`src/rtl/pipeline_pkg.sv`:
```
// Shared pipeline definitions: opcode constants, fetch FSM states and instruction field positions.
// FETCH_RESET_VECTOR_EN adds the VEC_LO/VEC_HI reset-vector states.
package pipeline_pkg;

    localparam int unsigned OPC_MSB  = 15;
    localparam int unsigned OPC_LSB  = 7;
    localparam int unsigned RSRC_MSB = 6;
    localparam int unsigned RSRC_LSB = 4;
    localparam int unsigned RDST_MSB = 3;
    localparam int unsigned RDST_LSB = 1;

    localparam logic [8:0] OPC_NOP = 9'b000_00000;
    localparam logic [8:0] OPC_LDM = 9'b011_00010;
    localparam logic [8:0] OPC_LDD = 9'b011_00011;
    localparam logic [8:0] OPC_STD = 9'b011_00100;

`ifdef FETCH_RESET_VECTOR_EN
    typedef enum logic [1:0] {
        FETCH  = 2'd0,
        IMM    = 2'd1,
        VEC_LO = 2'd2,
        VEC_HI = 2'd3
    } fetch_state_t;
`else
    typedef enum logic [1:0] {
        FETCH = 2'd0,
        IMM   = 2'd1
    } fetch_state_t;
`endif

    typedef struct packed {
        logic [8:0] opcode;
        logic [2:0] rsrc;
        logic [2:0] rdst;
    } instr_fields_t;

    function automatic logic is_two_word(input logic [8:0] opc);
        return opc inside {OPC_LDM, OPC_LDD, OPC_STD};
    endfunction

endpackage

```
`src/rtl/pc_reg.sv`:
```
// Program counter register with +1 incrementer and load mux; load wins over increment.
module pc_reg #(
    parameter logic [31:0] RESET_VAL = 32'h0000_0000
) (
    input  logic        clk,
    input  logic        rst_n,
    input  logic        en,
    input  logic        load,
    input  logic [31:0] load_value,
    output logic [31:0] pc,
    output logic [31:0] pc_plus1
);

    assign pc_plus1 = pc + 32'd1;

    always_ff @(posedge clk or negedge rst_n) begin
        if (!rst_n) begin
            pc <= RESET_VAL;
        end else if (load) begin
            pc <= load_value;
        end else if (en) begin
            pc <= pc_plus1;
        end
    end

endmodule

```
`src/rtl/fetch_stage.sv`:
```
// Instruction fetch stage: one/two-word fetch FSM feeding the IF/ID register.
// FETCH_RESET_VECTOR_EN: reset fetches the start PC from memory words 0 and 1.
module fetch_stage
    import pipeline_pkg::*;
#(
    parameter logic [31:0] RESET_PC = 32'h0000_0000
) (
    input  logic        clk,
    input  logic        rst_n,
    input  logic        stall,
    input  logic        flush,
    input  logic        branch_taken,
    input  logic [31:0] branch_target,
    output logic [31:0] imem_addr,
    input  logic [15:0] imem_data,
    output logic        ifid_valid,
    output logic [8:0]  ifid_opcode,
    output logic [2:0]  ifid_rsrc,
    output logic [2:0]  ifid_rdst,
    output logic [15:0] ifid_imm,
    output logic [31:0] ifid_pc_next
);

`ifdef FETCH_RESET_VECTOR_EN
    localparam logic [31:0] PC_AT_RESET = 32'h0000_0000;
    localparam fetch_state_t STATE_AT_RESET = VEC_LO;
    logic [15:0] vec_lo;
    logic        vec_latch;
`else
    localparam logic [31:0] PC_AT_RESET = RESET_PC;
    localparam fetch_state_t STATE_AT_RESET = FETCH;
`endif

    fetch_state_t  state, state_next;
    instr_fields_t cur, held;
    logic          two_word;
    logic          pc_en, pc_load;
    logic [31:0]   pc, pc_plus1, pc_load_value;
    logic          ifid_bubble, ifid_one, ifid_two;
    logic          latch_word, clear_word;

    pc_reg #(
        .RESET_VAL(PC_AT_RESET)
    ) u_pc_reg (
        .clk       (clk),
        .rst_n     (rst_n),
        .en        (pc_en),
        .load      (pc_load),
        .load_value(pc_load_value),
        .pc        (pc),
        .pc_plus1  (pc_plus1)
    );

    assign imem_addr = pc;

    always_comb begin
        cur.opcode = imem_data[OPC_MSB:OPC_LSB];
        cur.rsrc   = imem_data[RSRC_MSB:RSRC_LSB];
        cur.rdst   = imem_data[RDST_MSB:RDST_LSB];
    end

    assign two_word = is_two_word(cur.opcode);

    always_ff @(posedge clk or negedge rst_n) begin
        if (!rst_n) begin
            state <= STATE_AT_RESET;
        end else begin
            state <= state_next;
        end
    end

    always_comb begin
        state_next = state;
        if (branch_taken) begin
            state_next = FETCH;
        end else begin
            case (state)
                FETCH:   if (!stall && two_word) state_next = IMM;
                IMM:     if (!stall) state_next = FETCH;
`ifdef FETCH_RESET_VECTOR_EN
                VEC_LO:  state_next = VEC_HI;
                VEC_HI:  state_next = FETCH;
`endif
                default: state_next = FETCH;
            endcase
        end
    end

    // Branch overrides everything; stall/flush only matter in FETCH and IMM.
    always_comb begin
        pc_en         = 1'b0;
        pc_load       = 1'b0;
        pc_load_value = branch_target;
        ifid_bubble   = 1'b0;
        ifid_one      = 1'b0;
        ifid_two      = 1'b0;
        latch_word    = 1'b0;
        clear_word    = 1'b0;
`ifdef FETCH_RESET_VECTOR_EN
        vec_latch     = 1'b0;
`endif
        if (branch_taken) begin
            pc_load     = 1'b1;
            ifid_bubble = 1'b1;
            clear_word  = 1'b1;
        end else begin
            case (state)
                FETCH: begin
                    if (!stall) begin
                        pc_en = 1'b1;
                        if (two_word) begin
                            latch_word  = 1'b1;
                            ifid_bubble = 1'b1;
                        end else if (flush) begin
                            ifid_bubble = 1'b1;
                        end else begin
                            ifid_one = 1'b1;
                        end
                    end else if (flush) begin
                        ifid_bubble = 1'b1;
                    end
                end
                IMM: begin
                    if (!stall) begin
                        pc_en = 1'b1;
                        if (flush) ifid_bubble = 1'b1;
                        else       ifid_two    = 1'b1;
                    end else if (flush) begin
                        ifid_bubble = 1'b1;
                    end
                end
`ifdef FETCH_RESET_VECTOR_EN
                VEC_LO: begin
                    pc_load       = 1'b1;
                    pc_load_value = 32'd1;
                    vec_latch     = 1'b1;
                end
                VEC_HI: begin
                    pc_load       = 1'b1;
                    pc_load_value = {imem_data, vec_lo};
                end
`endif
                default: ;
            endcase
        end
    end

    always_ff @(posedge clk or negedge rst_n) begin
        if (!rst_n) begin
            held <= '0;
        end else if (clear_word) begin
            held <= '0;
        end else if (latch_word) begin
            held <= cur;
        end
    end

`ifdef FETCH_RESET_VECTOR_EN
    always_ff @(posedge clk or negedge rst_n) begin
        if (!rst_n) begin
            vec_lo <= '0;
        end else if (vec_latch) begin
            vec_lo <= imem_data;
        end
    end
`endif

    always_ff @(posedge clk or negedge rst_n) begin
        if (!rst_n) begin
            ifid_valid   <= 1'b0;
            ifid_opcode  <= OPC_NOP;
            ifid_rsrc    <= '0;
            ifid_rdst    <= '0;
            ifid_imm     <= '0;
            ifid_pc_next <= '0;
        end else if (ifid_bubble) begin
            ifid_valid   <= 1'b0;
            ifid_opcode  <= OPC_NOP;
            ifid_rsrc    <= '0;
            ifid_rdst    <= '0;
            ifid_imm     <= '0;
            ifid_pc_next <= '0;
        end else if (ifid_one) begin
            ifid_valid   <= 1'b1;
            ifid_opcode  <= cur.opcode;
            ifid_rsrc    <= cur.rsrc;
            ifid_rdst    <= cur.rdst;
            ifid_imm     <= '0;
            ifid_pc_next <= pc_plus1;
        end else if (ifid_two) begin
            ifid_valid   <= 1'b1;
            ifid_opcode  <= held.opcode;
            ifid_rsrc    <= held.rsrc;
            ifid_rdst    <= held.rdst;
            ifid_imm     <= imem_data;
            ifid_pc_next <= pc_plus1;
        end
    end

endmodule

```
`config.mk`:
```
export PLATFORM = sky130hd
export DESIGN_NAME = fetch_stage
export DESIGN_NICKNAME = d
export VERILOG_FILES = /design/src/rtl/pipeline_pkg.sv /design/src/rtl/pc_reg.sv /design/src/rtl/fetch_stage.sv
export SDC_FILE = /design/constraint.sdc
export NUM_CORES = 1
export LEC_CHECK = 0
export ABC_AREA = 1
export CORE_ASPECT_RATIO = 0.6
export CORE_MARGIN = 5
export CORE_UTILIZATION = 30
export CTS_CLUSTER_DIAMETER = 120
export DETAILED_ROUTE_END_ITERATION = 10
export SYNTH_ARGS = -nofsm -noshare
export SYNTH_HDL_FRONTEND = slang
export SYNTH_SLANG_ARGS = --single-unit
```
`constraint.sdc`:
```
create_clock -name clk -period 1.83 [get_ports clk]
set_input_delay 0.2745 -clock clk [delete_from_list [all_inputs] [get_ports clk]]
set_output_delay 0.2745 -clock clk [all_outputs]
set_load 0.02 [all_outputs]
```
* Word level (Yosys, flattened, before mapping)
Cells that the tools add are included.
** Word-level totals
- Word-level logic and storage cells :: 74
- Flip-flop bits (word level) :: 113
** Cells by class
- Multiplexer cells :: 47
- Eq/ne operators :: 6
- Add/sub/neg operators :: 1
- Reduce and logical (&&, ||, !) cells :: 9
** Operator list (number)
- $mux 32 :: 5
- $mux 16 :: 3
- $add 32x1->32 const B :: 1
- $mux 15 :: 2
- $eq 9x7->1 const B :: 3
- $mux 9 :: 3
- $mux 1 :: 23
- $mux 3 :: 6
- $mux 2 :: 3
- $ne 3x3->1 const B :: 2
- $reduce_bool 3->1 :: 2
- $pmux 2 s2 :: 1
- $reduce_bool 2->1 :: 2
- $eq 2x1->1 const B :: 1
- $logic_not 2->1 :: 1
- $pmux 1 s2 :: 1
- $reduce_and 2->1 :: 1
- $reduce_or 2->1 :: 1
- $logic_and 1x1->1 :: 1
- $logic_not 1->1 :: 1

* Longest topological paths before layout
- Depth after elaboration :: 8
- Depth in mapped cells :: 10
- Gate-level depth less buffers :: 10

* Hierarchy
A second synthesis with hierarchy kept.
** Unflattened totals
- Cells, all modules :: 750
- Area, all modules :: 5821.8 µm²
** By module, submodules not included
- fetch_stage :: sequential area each 2001.9 µm², instances 1, area each 3459.6 µm², cells an instance 411
- pc_reg :: sequential area each 800.8 µm², instances 1, area each 2362.3 µm², cells an instance 339

* Worst setup path before layout
OpenSTA, ideal clock, no wires.
- Path type :: register to register
- From :: reg u_pc_reg.pc[0]
- To :: reg ifid_pc_next[22]
- Path buffers :: 0
- Setup slack :: 0.258 ns
- Stages on the path, launching flop included :: 10
- Arrival :: 1.489 ns
- Period minus slack after synthesis :: 1.572 ns
- Setup time :: 0.083 ns
- Required time :: 1.747 ns
- Path through :: dfrtp_1 -> ha_1 -> nand2_1 -> nor2_4 -> nand2_1 -> nor2_1 -> nand2_1 -> nand2_1 -> nand2_1 -> o21ai_0
** Between the ends
- Longest elaborated chain between the ends :: 4
** Ends and longest elaborated chain
- start: declaration :: RTL line pc_reg.sv:10 : output logic [31:0] pc,
- start signal: assignment :: RTL line pc_reg.sv:20 : pc <= load_value;
- start signal: assignment :: RTL line pc_reg.sv:22 : pc <= pc_plus1;
- $add 32x1->32 * :: RTL line pc_reg.sv:14 : assign pc_plus1 = pc + 32'd1;
- $mux 32 :: RTL line fetch_stage.sv:190 : end else if (ifid_two) begin
- $mux 32 * :: RTL line fetch_stage.sv:183 : end else if (ifid_one) begin
- $mux 32 * :: RTL line fetch_stage.sv:176 : end else if (ifid_bubble) begin
- end signal: assignment :: RTL line fetch_stage.sv:189 : ifid_pc_next <= pc_plus1;
- end signal: assignment :: RTL line fetch_stage.sv:196 : ifid_pc_next <= pc_plus1;
- end: declaration :: RTL line fetch_stage.sv:21 : output logic [31:0] ifid_pc_next
Mark *: on every way between the ends. The rest lies on a longest branch, timed or not. The select of a mux whose other input is x is not followed.
A chain may end at the register's enable or synchronous reset.

* Worst setup path after layout
- From :: reg u_pc_reg.pc[8]
- To :: reg ifid_pc_next[20]
The elaborated chain is that of the path after synthesis.

==> key figures <==
Clock network
  • Clk Latency, worst-skew pair: 0.35 ns
  • Post-CTS Setup Inserts: 0
  • Reg clk slew, reported paths: 0.08 ns
  • Clk sinks: 112
  • H-tree Lvls: 3
  • Longest Clk Path Bufs: 2
  • Num CTS Buffers: 9
  • Root buffer cell: clkbuf_16
  • CTS tree: built

Drt
  • Vias per cell: 4.66
  • Post-DRT Antenna Nets: 0
  • First drt pass iteration count: 5
  • Drt drc: 0
  • Drt total wl: 18300 um
  • DR vias: between 5000 and 6000
  • Drt wl/cell: 16.0 um
  • 1st-iter DRT viols: 342

Global route
  • Largest net degree at the start of global routing: between 40 and 50
  • Initial antenna violation count: 0
  • First-pass GRT wire length: 28400 um
  • Vias in the first global route: 5117
  • GRT Total Usage: 17.1%
  • Grt total ovfl: 0

STA
  • Fmax: 0.548 GHz
  • Final Critical Period: 1.82 ns
  • Final setup vio count: 0
  • RSZ-0062 raised after global routing: yes
  • Layout Skew: 0.0147 ns
  • Worst rel slew slack: 70.0%
  • Worst-Margin Slew: 0.450 ns
  • WHS: about 0.40 ns
  • Fin. Hold Viols: 0
  • Final period util: 99.6%
  • Slew Limit Fails: 0

Critical path
  • Type of the worst setup path: reg -> reg
  • R2R cell count: 6
  • Worst EP arrival: 2.08 ns
  • Largest delay share family, worst path: simple AND/OR/NAND/NOR gates
  • RR Startpoint: u_pc_reg.pc[8]
  • Critical path's slowest cell: dfrtp_1
  • CP Max Fanout: 5
  • Worst Path Buf+Inv: 0
  • R2R Path End: ifid_pc_next[20]
  • Critical-path cell list: nand2_1 -> nor2_1 -> nand3_1 -> o21ai_0 -> nand2_1 -> o21ai_0
  • Worst setup EP type: flip-flop
  • Worst Path Required: 2.09 ns
  • CP max stage delay: 0.44 ns
  • Flop2flop setup slack: between 0.006 and 0.007 ns
  • Type of element launching the critical path: flip-flop

Cells and area
  • Filler cells: about 1800
  • Layout area overhead: 42.3%
  • FF/Latch Area: 2800 um^2
  • Share of cells above drive strength 1: 7.74%
  • Commonest non-fill, non-tap cell in the layout: nand2_1
  • Finished layout cell area: 7860 um^2
  • Commonest cells after routing, fill and taps aside: nand2_1, clkdlybuf4s50_1, dfrtp_1
  • # diodes: 0
  • Final std cells w/o fill: 1144
  • Multi-input gate area: 2360 um^2
  • Final Util: 43.5%
  • # nets final: roughly 950

Power
  • Static Leak: roughly 3.7 nW
  • Total power: 0.00594 W
  • Power Density: 756 nW/um^2
  • Worst vdd ir: around 430 uV

Synth
  • Sequential area share after synthesis: between 50% and 60%
  • Largest cells by area after synthesis: dfrtp_1, nand2_1, o21ai_0
  • Net Count, Synth: 784
  • Area leader, netlist: dfrtp_1
  • Largest family of logic cells by synthesized area: simple AND/OR/NAND/NOR gates
  • Synth Area in Compound Gates: 9.56%
  • Simple-gate share of the synthesized area: 30.8%
  • Post-synth cell types: 25
  • Synth Area in XOR/XNOR: between 1.5 and 2%
  • Post-Synthesis Cell Area: 5520 um^2
  • Adder-Cell Fraction of Synth Area: 0.227%
  • Share of the synthesized area in the top cell type: between 50% and 60%
  • Seq cells post-synth: about 110
  • Multiplexer share of the synthesized area: 0%
  • Synth Warn #: 0
  • Cells after Synth: 730
  • Syn Area/Cell: about 7.6 um^2

Worst hold path
  • Type of the most critical hold path: in -> async

Place
  • Placed insts: 1127
  • Gpl congestion: 0.915
  • PortBufs: 148
  • Post-DP HPWL: roughly 14000 um
  • DP Area: approximately 7500 um^2

Flow run
  • Max_cap viols: 0

Floorplanning
  • Die W: 185 um
  • I/O pin total: 149
  • Placeable Area: between 15000 and 20000 um^2
  • Rows: 38
  • Die Height: approximately 120 um
  • Initial core utilization: 30.6%
  • Die area: 21300 um^2

Status
  • Outcome: finished clean
==> cell usage after synthesis (all sizes together) <==
library cell	count
o211ai	9
nor3	1
buf	20
xor2	10
o221ai	2
dfrtp	112
clkbuf	6
nand3b	3
o21ai	75
inv	64
o21bai	9
nand3	41
xnor2	2
nand2	315
nor2	58
nand4	2
ha	1
==> cells by family after synthesis <==
kind of cell,Yosys count
simple gates,420
fa+ha+maj,1
buf+inv,90
xor+xnor,12
compound gates,95
flops,112
==> power by group <==
group | internal, W | total [W] | switching (W)
sequential | 0.00259 | 0.00273 | 0.000135
combinational | 0.000502 | 0.00114 | 0.000637
clock | 0.00108 | 0.00207 | 0.000990
==> timing repair <==
item,in CTS,in global routing
hold endpoints to repair,29,0
hold buffers,1,0
endpoints found under the setup margin,0,16
resized for setup,0,8
==> worst register-to-register path, cell delays in order (launching register included) <==
cell and delay (ns):
dfrtp_1 0.44, nand2_1 0.18, nor2_1 0.25, nand3_1 0.29, o21ai_0 0.26, nand2_1 0.13
o21ai_0 0.18
==> stage by stage <==
stage,worst slack (ns),setup TNS (ns)
after floorplan,0.258,0
after global placement,-0.0443,-0.804
after detailed placement,-0.0172,-0.186
after CTS,0.0227,0
after global routing,-0.0387,-0.161
final,0.00655,0
==> layout make-up <==
| cell class | count | area share (%) |
|---|---|---|
| clock inverter | 7 | 0.987 |
| sequential | 112 | 35.6 |
| inverter | 64 | 3.06 |
| multi-input combinational | 528 | 30.0 |
| clock buffer | 9 | 2.86 |
| timing repair buffer | 184 | 23.6 |
| tap | 240 | 3.82 |
==> how the worst max path moves through the flow <==
stage / startpoint / to / slack (ns) / cells past startpoint
2_1_floorplan: u_pc_reg.pc[0] / ifid_pc_next[22] / 0.26 / 9
3_3_place_gp: stall / ifid_pc_next[24] / -0.04 / 8
3_5_place_dp: stall / ifid_pc_next[26] / -0.02 / 8
4_1_cts: u_pc_reg.pc[17] / imem_addr[17] / 0.02 / 1
5_1_grt: u_pc_reg.pc[0] / ifid_pc_next[28] / -0.04 / 10
6_report: u_pc_reg.pc[8] / ifid_pc_next[20] / 0.007 / 6
==> per-layer routing <==
metal / vias to the layer above / wire [um] / global-route usage (%) / share of wire [%]
met4: 0 / 100 / 2.20 / 0.55
met5: - / 0 / 0 / 0
met2: 178 / 7030 / 23.2 / 38
li1: 2629 / - / - / -
met1: 2514 / 9520 / 27.3 / 52
met3: 6 / 1620 / 5.22 / 8.8
Note: power is estimated with default switching activity, not from simulation.
